===== config.mk =====
export PLATFORM = sky130hd
export DESIGN_NAME = seq_mul_flat
export DESIGN_NICKNAME = d
export VERILOG_FILES = /design/src/rtl/cpu_pkg.sv /design/src/rtl/seq_mul_if.sv /design/src/rtl/seq_mul_step.sv /design/src/rtl/seq_mul.sv /design/src/flat_wrapper.sv
export SDC_FILE = /design/constraint.sdc
export NUM_CORES = 1
export LEC_CHECK = 0
export ABC_AREA = 1
export BUFFER_PORTS_ARGS = -buffer_cell sky130_fd_sc_hd__buf_2
export CORE_MARGIN = 2
export CORE_UTILIZATION = 30
export CTS_CLUSTER_SIZE = 28
export DETAILED_ROUTE_END_ITERATION = 6
export PLACE_DENSITY = 0.54
export SYNTH_ARGS = -nofsm -noshare
export SYNTH_HDL_FRONTEND = slang
export SYNTH_SLANG_ARGS = --single-unit

===== constraint.sdc =====
create_clock -name clk -period 3.2 [get_ports clk]
set_input_delay 0.16 -clock clk [delete_from_list [all_inputs] [get_ports clk]]
set_output_delay 0.16 -clock clk [all_outputs]
set_load 0.01 [all_outputs]

===== src/rtl/cpu_pkg.sv =====
// Shared execute-stage types: datapath width and the multiplier FSM states.
package cpu_pkg;
    localparam int CPU_W = 16;
    typedef enum logic [1:0] {MUL_IDLE, MUL_RUN, MUL_DONE} mul_state_t;
endpackage


===== src/rtl/seq_mul_if.sv =====
// Handshake/data bundle between the execute-stage control and seq_mul.
// res_hi/ovf exist only when SEQ_MUL_HI_EN is defined.
interface seq_mul_if #(parameter int N = cpu_pkg::CPU_W);
    logic         start;
    logic [N-1:0] inp1;
    logic [N-1:0] inp2;
    logic         busy;
    logic         done;
    logic [N-1:0] Res;
`ifdef SEQ_MUL_HI_EN
    logic [N-1:0] res_hi;
    logic         ovf;

    modport master (output start, inp1, inp2, input busy, done, Res, res_hi, ovf);
    modport slave  (input start, inp1, inp2, output busy, done, Res, res_hi, ovf);
`else
    modport master (output start, inp1, inp2, input busy, done, Res);
    modport slave  (input start, inp1, inp2, output busy, done, Res);
`endif
endinterface


===== src/rtl/seq_mul_step.sv =====
// One shift-add iteration: conditionally add mcand into the high half, then
// shift {carry,acc_hi,mq} right by one so the carry lands in acc_hi[N-1].
module seq_mul_step #(
    parameter int N = cpu_pkg::CPU_W
) (
    input  logic [N-1:0] mcand_i,
    input  logic [N-1:0] acc_i,
    input  logic [N-1:0] mq_i,
    output logic [N-1:0] acc_o,
    output logic [N-1:0] mq_o
);
    logic [N:0] sum;

    assign sum          = {1'b0, acc_i} + (mq_i[0] ? {1'b0, mcand_i} : '0);
    assign {acc_o, mq_o} = {sum, mq_i[N-1:1]};
endmodule


===== src/rtl/seq_mul.sv =====
// Iterative unsigned shift-add multiplier, one multiplier bit per clock, N-cycle latency.
// Define SEQ_MUL_HI_EN to export the high product half (res_hi) and overflow flag (ovf).
module seq_mul
    import cpu_pkg::*;
#(
    parameter int N = CPU_W
) (
    input  logic      clk,
    input  logic      rst_n,
    seq_mul_if.slave  mif
);
    localparam int CW = $clog2(N + 1);

    mul_state_t    state_q, state_d;
    logic [CW-1:0] count_q, count_d;
    logic [N-1:0]  mcand_q, mcand_d;
    logic [N-1:0]  acc_q, acc_d;
    logic [N-1:0]  mq_q, mq_d;
    logic [N-1:0]  res_q, res_d;
    logic [N-1:0]  step_acc, step_mq;
`ifdef SEQ_MUL_HI_EN
    logic [N-1:0]  hi_q, hi_d;
`endif

    seq_mul_step #(.N(N)) u_step (
        .mcand_i (mcand_q),
        .acc_i   (acc_q),
        .mq_i    (mq_q),
        .acc_o   (step_acc),
        .mq_o    (step_mq)
    );

    always_comb begin
        state_d = state_q;
        count_d = count_q;
        mcand_d = mcand_q;
        acc_d   = acc_q;
        mq_d    = mq_q;
        res_d   = res_q;
`ifdef SEQ_MUL_HI_EN
        hi_d    = hi_q;
`endif
        unique case (state_q)
            MUL_RUN: begin
                acc_d   = step_acc;
                mq_d    = step_mq;
                count_d = count_q + 1'b1;
                if (count_q == CW'(N - 1)) begin
                    res_d   = step_mq;
`ifdef SEQ_MUL_HI_EN
                    hi_d    = step_acc;
`endif
                    state_d = MUL_DONE;
                end
            end
            default: begin
                // IDLE and DONE both accept; DONE falls back to IDLE otherwise
                state_d = MUL_IDLE;
                if (mif.start) begin
                    mcand_d = mif.inp1;
                    acc_d   = '0;
                    mq_d    = mif.inp2;
                    count_d = '0;
                    state_d = MUL_RUN;
                end
            end
        endcase
    end

    always_ff @(posedge clk or negedge rst_n) begin
        if (!rst_n) begin
            state_q <= MUL_IDLE;
            count_q <= '0;
            mcand_q <= '0;
            acc_q   <= '0;
            mq_q    <= '0;
            res_q   <= '0;
`ifdef SEQ_MUL_HI_EN
            hi_q    <= '0;
`endif
        end else begin
            state_q <= state_d;
            count_q <= count_d;
            mcand_q <= mcand_d;
            acc_q   <= acc_d;
            mq_q    <= mq_d;
            res_q   <= res_d;
`ifdef SEQ_MUL_HI_EN
            hi_q    <= hi_d;
`endif
        end
    end

    assign mif.busy = (state_q == MUL_RUN);
    assign mif.done = (state_q == MUL_DONE);
    assign mif.Res  = res_q;
`ifdef SEQ_MUL_HI_EN
    assign mif.res_hi = hi_q;
    assign mif.ovf    = |hi_q;
`endif
endmodule


===== src/flat_wrapper.sv =====
// flat-port wrapper written by rule: the top's interface ports become plain ports
module seq_mul_flat import cpu_pkg::*;
#(
    parameter int N = CPU_W
)
  (clk, rst_n, mif_start, mif_inp1, mif_inp2, mif_busy, mif_done, mif_Res);
  seq_mul_if #(.N(N)) mif_i ();
  input  logic clk;
  input  logic rst_n;
  input wire logic [$bits(mif_i.start)-1:0] mif_start;
  input wire logic [$bits(mif_i.inp1)-1:0] mif_inp1;
  input wire logic [$bits(mif_i.inp2)-1:0] mif_inp2;
  output wire logic [$bits(mif_i.busy)-1:0] mif_busy;
  output wire logic [$bits(mif_i.done)-1:0] mif_done;
  output wire logic [$bits(mif_i.Res)-1:0] mif_Res;
  assign mif_i.start = mif_start;
  assign mif_i.inp1 = mif_inp1;
  assign mif_i.inp2 = mif_inp2;
  assign mif_busy = mif_i.busy;
  assign mif_done = mif_i.done;
  assign mif_Res = mif_i.Res;
  seq_mul #(.N(N)) u_core (.clk(clk), .rst_n(rst_n), .mif(mif_i));
endmodule

==> results.json <==
{
  "portBuffers": 52,
  "rows": 41,
  "worst_setup_path_end_kind": "flop",
  "tightest_slew_ns": 0.914,
  "ys_ff_latch": 71,
  "drc": 0,
  "max_stage_delay_ns": 0.66,
  "synthCells": 513,
  "synth_area_leaders": "dfrtp_1, nand2_1, inv_1",
  "initial_core_util": 0.310,
  "yosys_most_used_dff": "dfrtp_1",
  "cellLeakagePower_nw": 2.56,
  "gr-total-overflow": 0,
  "n_antenna_cell": 0,
  "cap_viol_max_count": 0,
  "critPathLaunchType": "flop",
  "cp.arrival_ns": 2.46,
  "synth_async_sr_flop_share": 1.00,
  "num_vias": 3235,
  "die_h_um": 119,
  "synth_seq_area_share": 0.451,
  "crit_slowest_cell": "dfrtp_1",
  "grt_pass1_wl_um": 15800,
  "r2r-end": "u_core.acc_q[11]",
  "cts_setup_buffers": 0,
  "grt_max_degree": 72,
  "ant_nets": 0,
  "power_density_nw_per_um2": 984,
  "finalHoldViolations": 0,
  "drt-initial-drc-count": 168,
  "finalCritPeriodShare": 0.696,
  "layout-drive-gt1-share": 0.191,
  "firstDrtPassIters": 4,
  "path_clk_slew_ns": 0.06,
  "nNetsFinal": 616,
  "grt_setup_unrepaired": "false",
  "status": "complete, no violations",
  "utilization": 0.361,
  "n_fill_cell": 1388,
  "worstSetupPathType": "reg -> reg",
  "wl_per_cell_um": 12.5,
  "finClkSkew_ns": 0.0117,
  "crit_chain": "nand2_1 -> inv_1 -> ha_1 -> inv_1 -> fa_1 -> inv_1 -> nand3_1 -> nand3_1 -> nand3_2 -> nand3_2 -> nand2_1 -> nand3_1 -> nand2_1",
  "synth_most_common_cell": "nand2_1",
  "worst_path_dominant_cell_family": "simple AND/OR/NAND/NOR gates",
  "rr_worst_depth": 13,
  "syn2layout_area_growth_pct": 16.6,
  "cts_tree": "yes",
  "gp_congestion": 0.835,
  "clock-sinks": 71,
  "setup_viol": 0,
  "root_buffer": "clkbuf_16",
  "syn_area_per_cell_um2": 7.68,
  "fmax_mhz": 449,
  "synth_top_area_cell": "dfrtp_1",
  "grt_pass1_vias": 3230,
  "syn_nets": 567,
  "gr-usage-all-layers": 0.139,
  "cp.required_ns": 3.43,
  "synthTopCellsByCount": "nand2_1, dfrtp_1, inv_1",
  "drt_wl_total_um": 9200,
  "multi_input_area_um2": 1770,
  "postCtsHoldBufs": 0,
  "min_path_cells": 3,
  "worstHoldPathType": "in -> reg",
  "critPathMaxFanout": 17,
  "io_pins": 53,
  "synth-edff-count": 0,
  "die_width_um": 119,
  "hpwlAfterDp_um": 6610,
  "ir_drop_mv": 0.427,
  "insertion_delay_ns": 0.34,
  "htree_levels": 3,
  "cts-buffers-inserted": 9,
  "period_minus_slack_ns": 2.23,
  "r2r-start": "u_core.mq_q[0]",
  "cp_num_buf_inv": 3,
  "coreArea_um2": 12700,
  "via_per_inst": 4.38,
  "die_area_um2": 14100,
  "holdPathEnd": "u_core.mcand_q[12]",
  "drv_slew": 0,
  "timing.slew.headroom": 0.391,
  "netlist-cell-type-count": 35,
  "antenna_found_initial": 0,
  "post_cts_resize_count": 0,
  "timing.setup.tns_ns": 0,
  "syn_area_um2": 3940,
  "synth_top_cell_area_share": 0.451,
  "cts_max_path_buffers": 2,
  "holdCritStartpoint": "mif_inp1[12]",
  "yosysWarningCount": 0,
  "reg2reg_slack_ns": 0.97,
  "seq_area_um2": 1780
}
[metrics by stage]
| step | worst slack [ns] | area (µm²) | total power, mW | hold slack [ns] | std cells |
|---|---|---|---|---|---|
| after floorplan | 1.13 | 3940 | 3.10 | -0.136 | 513 |
| after global placement | 1.05 | 4320 | 3.58 | 0.358 | 723 |
| after detailed placement | 0.987 | 4320 | 3.62 | 0.359 | 723 |
| after CTS | 0.973 | 4600 | 4.58 | 0.0146 | 738 |
| after global routing | 0.647 | 4600 | 4.94 | 0.0226 | 738 |
| final | 0.972 | 4600 | 4.52 | 0.0243 | 738 |
[area by class of cell]
type | count | area share
clock buffers | 10 | 0.0520
multi-input cells | 350 | 0.386
clock inverters | 5 | 0.00735
inverters | 77 | 0.0634
repair buffers | 53 | 0.0582
well taps | 172 | 0.0468
flip-flops and latches | 71 | 0.386
[where the power goes]
part           total [mW]  switching (mW)  leakage [nW]  internal [mW]
clock               0.933           0.392         0.131          0.541
sequential           1.59           0.248         0.869           1.34
combinational        2.00            1.27          1.56          0.738
total                4.52            1.91          2.56           2.62
[cells in the final DEF, fill, tap and decap left out, types with 3 or more instances in the layout]
cell type    n
a21oi_1     10
buf_2       52
clkbuf_16    9
dfrtp_1     71
ha_1        18
inv_1       68
inv_2        8
nand2_1    217
nand2_2     13
nand3_1     17
nand3_2      5
nor2_1      16
nor3_2       3
o211ai_1     7
o21ai_0     12
o21ai_2      6
o221ai_1     8
o22ai_1      3
[flip-flops by register name (all words and copies together), names as in the netlist]
name,flops
u_core.mq_q,16
u_core.mif.Res,16
u_core.acc_q,16
u_core.state_q,2
u_core.count_q,5
u_core.mcand_q,16
[tightest hold or removal path, delay by kind of cell]
kind | cells | cell delay, ns
AND/OR/NAND/NOR | 2 | 0.08
buffers and inverters | 1 | 0.07
[cells by family after synthesis]
kind of cell	count (synthesis)	share of synthesized area
buf+inv	92	0.0994
xor+xnor	3	0.00667
compound gates	49	0.0825
simple gates	279	0.298
fa+ha+maj	19	0.0622
flops	71	0.451
[worst max path at each step]
stage,startpoint,end,slack (ns),depth (start not counted)
CTS,u_core.mq_q[0],u_core.acc_q[11],0.97,13
finish,u_core.mq_q[0],u_core.acc_q[11],0.97,13
detailed placement,u_core.mq_q[0],u_core.acc_q[11],0.99,13
floorplan,u_core.mq_q[0],u_core.acc_q[11],1.13,15
global placement,u_core.mq_q[0],u_core.acc_q[11],1.05,13
global route,u_core.mq_q[0],u_core.acc_q[7],0.65,13
[routing by layer]
layer,vias up,GRT usage,routed length [µm]
met1,1488,0.194,4580
met3,7,0.0246,259
met2,53,0.214,4250
met5,-,0,0
li1,1687,-,-
met4,0,0.0506,120
Power figures use the tool's default switching activity.
